[src/rtl/hazard_dest_scheduler.sv]
// Destination-register tracker: EX/MEM/WB slots, load-use stall and registered forwarding selects.
// Optional stall statistics counter enabled with `define HAZARD_STATS_EN.
module hazard_dest_scheduler #(
  parameter int BITS_REGS = 5,
  parameter int STAT_BITS = 32
) (
  input  logic                 i_clk,
  input  logic                 i_reset,
  input  logic                 i_halt,
  input  logic                 i_valid,
  input  logic                 i_flush,
  input  logic [BITS_REGS-1:0] i_rs,
  input  logic [BITS_REGS-1:0] i_rt,
  input  logic [BITS_REGS-1:0] i_rd,
  input  logic                 i_uses_rs,
  input  logic                 i_uses_rt,
  input  logic                 i_ctl_reg_dst_rd,
  input  logic                 i_ctl_reg_write,
  input  logic                 i_ctl_mem_read,
  output logic                 o_stall,
  output logic [1:0]           o_fwd_a,
  output logic [1:0]           o_fwd_b,
  output logic [BITS_REGS-1:0] o_wb_dest,
  output logic                 o_wb_write,
  output logic [STAT_BITS-1:0] o_stall_count
);

  logic [BITS_REGS-1:0] id_dest;
  logic                 id_wr;
  logic                 accept;
  logic                 stall;
  logic [1:0]           fwd_a_nxt;
  logic [1:0]           fwd_b_nxt;

  // The load flag is only consulted while the producer sits in EX, so MEM/WB drop it.
  logic                 ex_valid, ex_wr, ex_ld;
  logic [BITS_REGS-1:0] ex_dest;
  logic                 mem_valid, mem_wr;
  logic [BITS_REGS-1:0] mem_dest;
  logic                 wb_valid, wb_wr;
  logic [BITS_REGS-1:0] wb_dest;
  logic [1:0]           fwd_a_q, fwd_b_q;

  assign id_dest = i_ctl_reg_dst_rd ? i_rd : i_rt;
  assign id_wr   = i_ctl_reg_write & (id_dest != '0);

  always_comb begin
    stall = 1'b0;
    if (!i_halt && i_valid && !i_flush && ex_valid && ex_ld && ex_wr) begin
      stall = (i_uses_rs && (i_rs == ex_dest)) || (i_uses_rt && (i_rt == ex_dest));
    end
  end

  assign accept = i_valid & ~i_flush & ~stall;

  always_comb begin
    fwd_a_nxt = 2'b00;
    fwd_b_nxt = 2'b00;
    if (accept && i_uses_rs) begin
      if (ex_valid && ex_wr && (ex_dest == i_rs))
        fwd_a_nxt = 2'b01;
      else if (mem_valid && mem_wr && (mem_dest == i_rs))
        fwd_a_nxt = 2'b10;
    end
    if (accept && i_uses_rt) begin
      if (ex_valid && ex_wr && (ex_dest == i_rt))
        fwd_b_nxt = 2'b01;
      else if (mem_valid && mem_wr && (mem_dest == i_rt))
        fwd_b_nxt = 2'b10;
    end
  end

  always_ff @(posedge i_clk) begin
    if (i_reset) begin
      ex_valid  <= 1'b0;
      ex_wr     <= 1'b0;
      ex_ld     <= 1'b0;
      ex_dest   <= '0;
      mem_valid <= 1'b0;
      mem_wr    <= 1'b0;
      mem_dest  <= '0;
      wb_valid  <= 1'b0;
      wb_wr     <= 1'b0;
      wb_dest   <= '0;
      fwd_a_q   <= 2'b00;
      fwd_b_q   <= 2'b00;
    end else if (!i_halt) begin
      wb_valid  <= mem_valid;
      wb_wr     <= mem_wr;
      wb_dest   <= mem_dest;
      mem_valid <= ex_valid;
      mem_wr    <= ex_wr;
      mem_dest  <= ex_dest;
      if (accept) begin
        ex_valid <= 1'b1;
        ex_wr    <= id_wr;
        ex_ld    <= i_ctl_mem_read;
        ex_dest  <= id_dest;
      end else begin
        ex_valid <= 1'b0;
        ex_wr    <= 1'b0;
        ex_ld    <= 1'b0;
        ex_dest  <= '0;
      end
      fwd_a_q <= fwd_a_nxt;
      fwd_b_q <= fwd_b_nxt;
    end
  end

`ifdef HAZARD_STATS_EN
  logic [STAT_BITS-1:0] stall_count_q;

  always_ff @(posedge i_clk) begin
    if (i_reset)
      stall_count_q <= '0;
    else if (stall && (stall_count_q != '1))
      stall_count_q <= stall_count_q + STAT_BITS'(1);
  end

  assign o_stall_count = stall_count_q;
`else
  assign o_stall_count = '0;
`endif

  assign o_stall    = stall;
  assign o_fwd_a    = fwd_a_q;
  assign o_fwd_b    = fwd_b_q;
  assign o_wb_dest  = wb_dest;
  assign o_wb_write = wb_valid & wb_wr;

endmodule

[config.mk]
export PLATFORM = sky130hd
export DESIGN_NAME = hazard_dest_scheduler
export DESIGN_NICKNAME = d
export VERILOG_FILES = /design/src/rtl/hazard_dest_scheduler.sv
export SDC_FILE = /design/constraint.sdc
export NUM_CORES = 1
export LEC_CHECK = 0
export ABC_AREA = 1
export CAP_MARGIN = 30
export CELL_PAD_IN_SITES_DETAIL_PLACEMENT = 0
export CELL_PAD_IN_SITES_GLOBAL_PLACEMENT = 1
export CORE_ASPECT_RATIO = 1.25
export CORE_UTILIZATION = 29
export DETAILED_ROUTE_END_ITERATION = 8
export GPL_TIMING_DRIVEN = 1
export PLACE_DENSITY_LB_ADDON = 0.25
export SKIP_CTS_REPAIR_TIMING = 1
export SLEW_MARGIN = 20
export SYNTH_ARGS = -nofsm -noshare
export SYNTH_HDL_FRONTEND = slang
export SYNTH_SLANG_ARGS = --single-unit
[constraint.sdc]
create_clock -name i_clk -period 1.7 [get_ports i_clk]
set_input_delay 0.255 -clock i_clk [delete_from_list [all_inputs] [get_ports i_clk]]
set_output_delay 0.255 -clock i_clk [all_outputs]
set_load 0.01 [all_outputs]
==> results.cfg <==
[timing]
final.setup_skew_ns = 0.00121
period_share = 0.975
rsz0062_at_grt = yes
final_hold_viol_count = 0
final-setup-viol-count = 0
period_needed_ns = 1.66
finalMaxSlewViolations = 0
holdWs_ns = 0.471
tns_ns = 0
clock.fmax_mhz = 603

[synth]
yosys_warnings = 0
synth_seq_cells = 26
synth_cell_type_count = 26
synthesis.area_sq_mm = 0.00167
avgSynthCellArea_sq_um = 6.67
yosysSeqAreaShare = 0.312
synthCells = 250

[final_layout]
synthToLayoutAreaGrowth_pct = 36.8
drive_gt1_frac = 0.174
design_area_sq_mm = 0.00228
final_cell_mix = 52 x nand2_1, 32 x conb_1, 32 x buf_4
fin_util = 0.416
fillCellCount = 602
finalNetCount = 336
final_common_cell = nand2_1
diodes = 0

[pwr]
power.total_uw = 1470
p_leak_uw = 0.00111
vdd_drop_max_mv = 0.330
powerDensity_mw_per_mm2 = 644

[clock_tree]
htree_levels = 1
path_clk_slew_ns = 0.10
clock_tree.root_cell = clkbuf_8
cts.path.max_buffers = 2
cts_buffers = 3
cts_tree = yes
cts_sinks = 26
clock_latency_ns = 0.27

[global_routing]
antenna_found_initial = 0
grt_pass1_wl_mm = 6.91
grt_pass1_vias = 1469
globalRouteOverflowTotal = 0
grt_util_all_layers = 0.142
grt_max_degree = 27

[critical_path]
path_buf_inv = 3
crit_fanout = 4
cp_data_arrival_time_ns = 1.40
crit_path_frequent_cell = nand2_1
worstSetupEndpointType = primary output
crit_chain = buf_4 -> nand2_1 -> nand2_1 -> nor2_2 -> nand4_1 -> nand2_1 -> nand2_2 -> inv_1 -> buf_2
cp_slowest_stage_delay_ns = 0.37
required_ns = 1.44
cp-start-kind = flop
cp_slowest_cell = dfxtp_4
critical_path_class = reg -> out
critPathTopFamily = simple AND/OR/NAND/NOR gates

[drt]
avgViaCountPerCell = 4.39
dr.pass1.iters = 4
drt_wl_total_mm = 4.32
routed-via-count = 1643
ant_nets = 0
post_drt_wl_per_cell_um = 11.6
first_iter_violations = 36
route.detailed.drc = 0

[place]
globalplace.congestion = 0.799
io_buffer_count = 35
detailed_place_hpwl_mm = 3.23
place_area_sq_mm = 0.00214

[floorplan]
die_area_sq_mm = 0.00606
initial_core_util = 0.304
die_w_um = 69.8
core-area_sq_mm = 0.00548
die_y_um = 86.8
pin_count = 68
rows = 30

[run]
max-cap-violations = 0

[outcome]
status = completed

[worst_hold_path]
hp-class = reg -> reg
==> cell type report <==
type / count / area, sq um / area share
well taps: 64 / 80.1 / 0.0351
flip-flops and latches: 26 / 529 / 0.232
repair buffers: 68 / 617 / 0.270
multi-input cells: 181 / 867 / 0.380
clock buffers: 3 / 41.3 / 0.0181
inverters: 31 / 116 / 0.0510
clock inverters: 1 / 30.0 / 0.0132
==> power breakdown <==
| group | switching [uW] | internal, uW |
|---|---|---|
| clock | 204 | 315 |
| sequential | 14.5 | 626 |
| combinational | 163 | 147 |
==> registers in the layout (all words and copies together) (netlist names) <==
name,flops
ex_dest,5
ex_ld,1
ex_valid,1
ex_wr,1
mem_dest,5
mem_valid,1
mem_wr,1
o_fwd_a,2
o_fwd_b,2
o_wb_dest,5
wb_valid,1
wb_wr,1
==> cells in the mapped netlist <==
library cell  count  share of area
o22ai_1           6          0.023
inv_1            30          0.068
buf_1             1         0.0022
conb_1            1         0.0022
dfxtp_1          26           0.31
buf_6             1         0.0068
nor2b_1           1         0.0038
nand3_1           6          0.018
a211oi_1          9          0.041
xnor2_1           3          0.016
xor2_1            1         0.0053
o21ai_0           5          0.015
a21oi_1          17          0.051
nor3_1            2         0.0060
nor2_1           24          0.054
clkbuf_4          1         0.0045
nand2_2           1         0.0038
clkbuf_1          2         0.0045
inv_2             1         0.0022
nand4_1          14          0.053
nand2_1          56           0.13
o21a_1            2         0.0090
a21boi_0          1         0.0045
buf_4            35           0.16
or2_2             1         0.0038
buf_2             3         0.0090
==> cells by family after synthesis <==
| family | after synthesis | share of synthesized area |
|---|---|---|
| buffers and inverters | 74 | 0.254 |
| flip-flops | 26 | 0.312 |
| XOR/XNOR | 4 | 0.0210 |
| AO/OA/AOI/OAI | 40 | 0.143 |
| AND/OR/NAND/NOR | 105 | 0.268 |
| other | 1 | 0.00225 |
==> routing by layer <==
metal,part of all wire,GRT usage,vias to the layer above,routed length (um)
li1,-,-,860,-
met1,0.45,0.174,739,1950
met2,0.51,0.268,42,2220
met3,0.030,0.0151,2,129
met4,0.0058,0.0218,0,25
met5,0,0,-,0
==> path summary, 6_finish.rpt <==
kind / from / to / slack, ns / depth (start not counted)
setup / recovery: ex_dest[3]$_SDFFE_PP0N_ / o_stall / 0.04 / 9
hold / removal: o_wb_dest[3]$_SDFFE_PP0N_ / o_wb_dest[3]$_SDFFE_PP0N_ / 0.47 / 2
setup reg to reg: ex_dest[3]$_SDFFE_PP0N_ / o_fwd_b[1]$_SDFFE_PP0N_ / 0.25 / 10
hold reg to reg: o_wb_dest[3]$_SDFFE_PP0N_ / o_wb_dest[3]$_SDFFE_PP0N_ / 0.47 / 2
==> tightest hold or removal path, cell delays in order (launching register included) <==
cell and delay, ns:
dfxtp_1 0.32, nand2_1 0.06, a21oi_1 0.06
==> through the flow <==
step,std cells,setup slack (ns)
floorplan,281,0.380
global placement,368,-0.566
detailed placement,368,-0.581
CTS,372,-0.580
global route,374,-0.0775
finish,374,0.0421
Power figures use the tool's default switching activity.
